<file path="src/rtl/imem_loader_if.sv">
// Byte-stream input and instruction-memory write port of the loader.
// The loader drives the write bus and byte_ready, so it takes the master side.
interface imem_loader_if;
   logic        byte_valid;
   logic [7:0]  byte_data;
   logic        byte_ready;
   logic        wr_en;
   logic [31:0] wr_addr;
   logic [31:0] wr_data;

   modport master (
      input  byte_valid, byte_data,
      output byte_ready, wr_en, wr_addr, wr_data
   );

   modport slave (
      output byte_valid, byte_data,
      input  byte_ready, wr_en, wr_addr, wr_data
   );
endinterface

</file>
<file path="src/rtl/imem_loader.sv">
// Instruction-memory loader: packs a little-endian byte stream into 32-bit words
// and writes NUM_WORDS of them from BASE_ADDR while holding the CPU.
module imem_loader #(
   parameter logic [31:0] BASE_ADDR = 32'h0000_0000,
   parameter int unsigned NUM_WORDS = 256
) (
   input  logic                 clk,
   input  logic                 rstn,
   input  logic                 start,
   input  logic                 abort,
   imem_loader_if.master        bus,
   output logic                 cpu_hold,
   output logic                 busy,
   output logic                 done,
   output logic [15:0]          words_loaded
);

   localparam int unsigned CNT_W  = 16;
   localparam int unsigned ADDR_W = 32;

   typedef enum logic [1:0] {IDLE, LOAD, WRITE, DONE} state_t;

   state_t             state;
   logic [1:0]         byte_cnt;
   logic [23:0]        asm_word;
   logic [CNT_W-1:0]   wl_next;
   logic [ADDR_W-1:0]  word_addr;

   assign wl_next   = words_loaded + CNT_W'(1);
   assign word_addr = BASE_ADDR + {14'd0, words_loaded, 2'b00};

   // Single registered FSM; every output is a flop updated alongside the state.
   always_ff @(posedge clk or negedge rstn) begin
      if (!rstn) begin
         state          <= IDLE;
         byte_cnt       <= 2'd0;
         asm_word       <= 24'd0;
         words_loaded   <= '0;
         bus.byte_ready <= 1'b0;
         bus.wr_en      <= 1'b0;
         bus.wr_addr    <= '0;
         bus.wr_data    <= '0;
         cpu_hold       <= 1'b0;
         busy           <= 1'b0;
         done           <= 1'b0;
      end else begin
         bus.wr_en <= 1'b0;
         case (state)
            IDLE, DONE: begin
               if (start) begin
                  state          <= LOAD;
                  byte_cnt       <= 2'd0;
                  words_loaded   <= '0;
                  done           <= 1'b0;
                  busy           <= 1'b1;
                  cpu_hold       <= 1'b1;
                  bus.byte_ready <= 1'b1;
               end
            end
            LOAD: begin
               if (abort) begin
                  state          <= IDLE;
                  busy           <= 1'b0;
                  cpu_hold       <= 1'b0;
                  bus.byte_ready <= 1'b0;
               end else if (bus.byte_valid) begin
                  byte_cnt <= byte_cnt + 2'd1;
                  case (byte_cnt)
                     2'd0: asm_word[7:0]   <= bus.byte_data;
                     2'd1: asm_word[15:8]  <= bus.byte_data;
                     2'd2: asm_word[23:16] <= bus.byte_data;
                     default: begin
                        // Fourth byte completes the word; issue the write next cycle.
                        state          <= WRITE;
                        bus.byte_ready <= 1'b0;
                        bus.wr_en      <= 1'b1;
                        bus.wr_addr    <= word_addr;
                        bus.wr_data    <= {bus.byte_data, asm_word};
                     end
                  endcase
               end
            end
            WRITE: begin
               // The write on the bus this cycle always lands, even under abort.
               words_loaded <= wl_next;
               byte_cnt     <= 2'd0;
               if (abort) begin
                  state    <= IDLE;
                  busy     <= 1'b0;
                  cpu_hold <= 1'b0;
               end else if (wl_next == CNT_W'(NUM_WORDS)) begin
                  state    <= DONE;
                  done     <= 1'b1;
                  busy     <= 1'b0;
                  cpu_hold <= 1'b0;
               end else begin
                  state          <= LOAD;
                  bus.byte_ready <= 1'b1;
               end
            end
            default: state <= IDLE;
         endcase
      end
   end

endmodule

</file>
<file path="src/flat_wrapper.sv">
// flat-port wrapper written by rule: the top's interface ports become plain ports
module imem_loader_flat 
#(
   parameter logic [31:0] BASE_ADDR = 32'h0000_0000,
   parameter int unsigned NUM_WORDS = 256
)
  (clk, rstn, start, abort, cpu_hold, busy, done, words_loaded, bus_byte_valid, bus_byte_data, bus_byte_ready, bus_wr_en, bus_wr_addr, bus_wr_data);
  imem_loader_if bus_i ();
  input  logic clk;
  input  logic rstn;
  input  logic start;
  input  logic abort;
  output logic cpu_hold;
  output logic busy;
  output logic done;
  output logic [15:0] words_loaded;
  input wire logic [$bits(bus_i.byte_valid)-1:0] bus_byte_valid;
  input wire logic [$bits(bus_i.byte_data)-1:0] bus_byte_data;
  output wire logic [$bits(bus_i.byte_ready)-1:0] bus_byte_ready;
  output wire logic [$bits(bus_i.wr_en)-1:0] bus_wr_en;
  output wire logic [$bits(bus_i.wr_addr)-1:0] bus_wr_addr;
  output wire logic [$bits(bus_i.wr_data)-1:0] bus_wr_data;
  assign bus_i.byte_valid = bus_byte_valid;
  assign bus_i.byte_data = bus_byte_data;
  assign bus_byte_ready = bus_i.byte_ready;
  assign bus_wr_en = bus_i.wr_en;
  assign bus_wr_addr = bus_i.wr_addr;
  assign bus_wr_data = bus_i.wr_data;
  imem_loader #(.BASE_ADDR(BASE_ADDR), .NUM_WORDS(NUM_WORDS)) u_core (.clk(clk), .rstn(rstn), .start(start), .abort(abort), .bus(bus_i), .cpu_hold(cpu_hold), .busy(busy), .done(done), .words_loaded(words_loaded));
endmodule
</file>
<file path="config.mk">
export PLATFORM = sky130hd
export DESIGN_NAME = imem_loader_flat
export DESIGN_NICKNAME = d
export VERILOG_FILES = /design/src/rtl/imem_loader_if.sv /design/src/rtl/imem_loader.sv /design/src/flat_wrapper.sv
export SDC_FILE = /design/constraint.sdc
export NUM_CORES = 1
export LEC_CHECK = 0
export ABC_CLOCK_PERIOD_IN_PS = 4200
export BUFFER_PORTS_ARGS = -buffer_cell sky130_fd_sc_hd__buf_2
export CAP_MARGIN = 20
export CORE_MARGIN = 2
export CORE_UTILIZATION = 40
export CTS_CLUSTER_SIZE = 40
export DETAILED_ROUTE_END_ITERATION = 16
export GPL_TIMING_DRIVEN = 1
export PLACE_DENSITY = 0.64
export SLEW_MARGIN = 5
export SYNTH_ARGS = -nofsm -noshare
export SYNTH_HDL_FRONTEND = slang
export SYNTH_SLANG_ARGS = --single-unit
</file>
<file path="constraint.sdc">
create_clock -name clk -period 4.2 [get_ports clk]
set_input_delay 0 -clock clk [delete_from_list [all_inputs] [get_ports clk]]
set_output_delay 0 -clock clk [all_outputs]
set_load 0.01 [all_outputs]
</file>
==> impl_metrics.toml <==
[timing]
clock_skew_ns = 0.007317
tightest_slew_ns = 0.8570
fmax_ghz = 0.3232
hold_viol = 0
fin_ws_ns = 1.106
max-slew-margin-rel_pct = 42.86
post-route-period-util_pct = 73.66
period_minus_slack_ns = 3.094
slew_violations = 0
fin_tns_setup_ns = 0
rsz0062_at_grt = "no"
setup_viol = 0

[setup_path]
worstSetupPathType = "register to register"
setup.worst_path.end_class = "register"
cp-start-kind = "register"
r2r-end = "u_core.done$_DFFE_PN0P_"
rrSetupSlack_ns = 1.11
path_max_fanout = 13
crit_arrival_ns = 3.40
reg2reg_depth = 8
r2r-start = "u_core.words_loaded[0]$_DFFE_PN0P_"
cp.required_ns = 4.51

[synth]
synth_area_per_cell_sq_um = 11.60
synth_ff_type = "dfrtp_1"
synthArstFlopShare_pct = 100.0
synth_common_cells = "dfrtp_1 (96), mux2_2 (68), nand2_1 (31)"
yosysWarnings = 0
yosysSeqAreaShare_pct = 54.36
synth.area.top_cells = "dfrtp_1 (54%), mux2_2 (17%), o21ai_0 (3.1%), buf_4 (2.9%), nand2_1 (2.6%)"
netlist_instances = 381
netlist_area_sq_mm = 0.004419
yosys_register_bits = 96
synth-edff-count = 0
synth_cell_types = 42
yosysMostFrequentCell = "dfrtp_1"
yosysTopAreaCell = "dfrtp_1"
yosys.area.top_type_share_pct = 54.36

[hold_path]
hold_class = "input pin to register"
whs_path_depth = 4
hold_path_end = "u_core.byte_cnt[0]$_DFFE_PN0P_"
hold_path.startpoint = "bus_byte_valid"

[cells_and_area]
antenna_cells = 0
fillers = 991
nets = 487
final_layout_size_suffix_gt1_share_pct = 36.52
multi_input_area_sq_mm = 0.001828
finalNonFillerCells = 611
regArea_sq_mm = 0.002402
synthToLayoutAreaGrowth_pct = 17.02

[pwr]
netSwitchingFraction_pct = 30.07
p_seq_share_pct = 53.6
power.switching_w = 0.0006711
peakVddDrop_mv = 0.2041
pwr-share-comb_pct = 21.5
internal_power_w = 0.001561
leakage_nw = 2.684
powerDensity_mw_per_mm2 = 431.6
pwr-share-clk_pct = 24.9
fin_total_pwr_w = 0.002232

[route]
vias = 3101
antenna_left = 0
drt_iter0_drc = 144
post_drt_wl_per_cell_um = 15.29
routed_via_density = 5.075
drc_errors = 0
wirelength_um = 9340
firstDrtPassIters = 4

[clock_tree]
clock_latency_ns = 0.36
cts_max_level = 3
clockBufferDepth = 2
cts_made_buffers = 9
clkSlewWorstSetupHoldPaths_ns = 0.09
root_buffer = "clkbuf_8"
cts_tree = "done"
postCtsSetupBuffers = 0
cts_sinks = 96

[floorplanning]
core-area_sq_mm = 0.01079
fp.dieW_um = 109.1
num_io_pins = 98
start_util_pct = 40.95
fp-row-count = 38
die_h_um = 109.1
dieArea_sq_mm = 0.01191

[global_routing]
grt_util_all_layers_pct = 16.77
grt_pass1_wl_um = 15320
antenna_found_initial = 0
grt_overflow = 0
grt_max_degree = 68
grt_pass1_vias = 3082

[place]
placedCellCount = 583
place_congestion = 0.8977
place_ws_ns = 1.613
io_buffers = 81
dpl.hpwl_um = 6382

[run]
maxCapViolCount = 0

[run_status]
status = "completed"
## cell families (layout without fill, tap and decap cells)
family	after synthesis	after routing	synth area share (%)
AO/OA/AOI/OAI	56	56	7.560
XOR/XNOR	6	6	1.189
adder cells (fa/ha/maj)	8	8	2.265
buffers and inverters	47	122	5.663
flip-flops	96	96	54.36
multiplexers	72	72	18.23
other	1	16	0.08486
AND/OR/NAND/NOR	95	95	10.65
## sequential cells by signal, indices dropped and copies added (netlist names)
signal	flops
u_core.asm_word	24
u_core.byte_cnt	2
u_core.bus.wr_addr	16
u_core.cpu_hold	1
u_core.done	1
u_core.words_loaded	16
u_core.bus.wr_en	1
u_core.bus.byte_ready	1
u_core.bus.wr_data	32
u_core.state	2
## worst max-delay path by stage
stage                                  startpoint                           endpoint  slack [ns]
3_3_place_gp   u_core.words_loaded[0]$_DFFE_PN0P_  u_core.bus.byte_ready$_DFFE_PN0P_        1.71
4_1_cts        u_core.words_loaded[0]$_DFFE_PN0P_            u_core.done$_DFFE_PN0P_        1.11
2_1_floorplan  u_core.words_loaded[4]$_DFFE_PN0P_  u_core.bus.byte_ready$_DFFE_PN0P_        1.88
3_5_place_dp   u_core.words_loaded[1]$_DFFE_PN0P_  u_core.bus.byte_ready$_DFFE_PN0P_        1.61
6_report       u_core.words_loaded[0]$_DFFE_PN0P_            u_core.done$_DFFE_PN0P_        1.11
5_1_grt        u_core.words_loaded[0]$_DFFE_PN0P_            u_core.done$_DFFE_PN0P_        0.82
## per-layer routing
metal	part of all wire [%]	vias to the layer above	track usage (%)	routed length, um
li1	-	1477	-	-
met1	47	1532	22.76	4375
met2	47	78	26.04	4373
met3	4.8	14	3.945	450
met4	1.5	0	6.502	140
met5	0	-	0	0
## worst max-delay path, stage by stage (launching register included)
cell,delay [ns]
dfrtp_1,0.56
ha_1,0.35
nand4_1,0.24
nor2_1,0.24
a31oi_1,0.13
or4_1,0.57
or2_4,0.29
o21ai_1,0.12
dlygate4sd3_1,0.55
## metrics by stage
stage          cell area (sq um)  util [%]  hold WS (ns)
2_1_floorplan               4476         -       -0.2956
3_3_place_gp                4873     45.15        0.1564
3_5_place_dp                4873     45.15        0.1681
4_1_cts                     5171     47.91        0.1456
5_1_grt                     5171     47.91        0.1921
6_report                    5171     47.91        0.1726
## cell usage in the layout, fill, tap and decap left out, drive strengths merged, types with 2 or more instances in the layout
master        n
dfrtp        96
buf          84
mux2         68
nand2        31
o21ai        29
nor2         18
conb         16
inv          14
dlygate4sd3  12
clkbuf       10
ha            8
nor3          7
a21oi         7
nand4         7
nand3         7
nor2b         5
nor4          5
nand2b        4
mux2i         4
o31ai         4
o22ai         3
xor2          3
and2          3
a31oi         3
or3           3
xnor2         3
and3          2
o211ai        2
clkinvlp      2
or2           2
## layout make-up
type                            count  area share [%]
Clock inverter                      6          0.9678
Clock buffer                       10           2.468
Sequential cell                    96           46.46
Multi-Input combinational cell    253           35.35
Timing Repair Buffer               96           10.65
Tap cell                          140           3.387
Inverter                           10          0.7259
## power by group through the flow
| stage | clock network, W | logic (W) | registers [W] |
|---|---|---|---|
| floorplan | 0 | 0.000318 | 0.00121 |
| global placement | 0 | 0.000458 | 0.00120 |
| detailed placement | 0 | 0.000477 | 0.00121 |
| CTS | 0.000579 | 0.000486 | 0.00120 |
| global route | 0.000615 | 0.000544 | 0.00122 |
| finish | 0.000555 | 0.000480 | 0.00120 |
## repair_timing
item / in CTS / in global routing
resized for setup: 0 / 0
hold buffers: 12 / 0
hold endpoints to repair: 100 / 0
(Power assumes the default switching activity.)
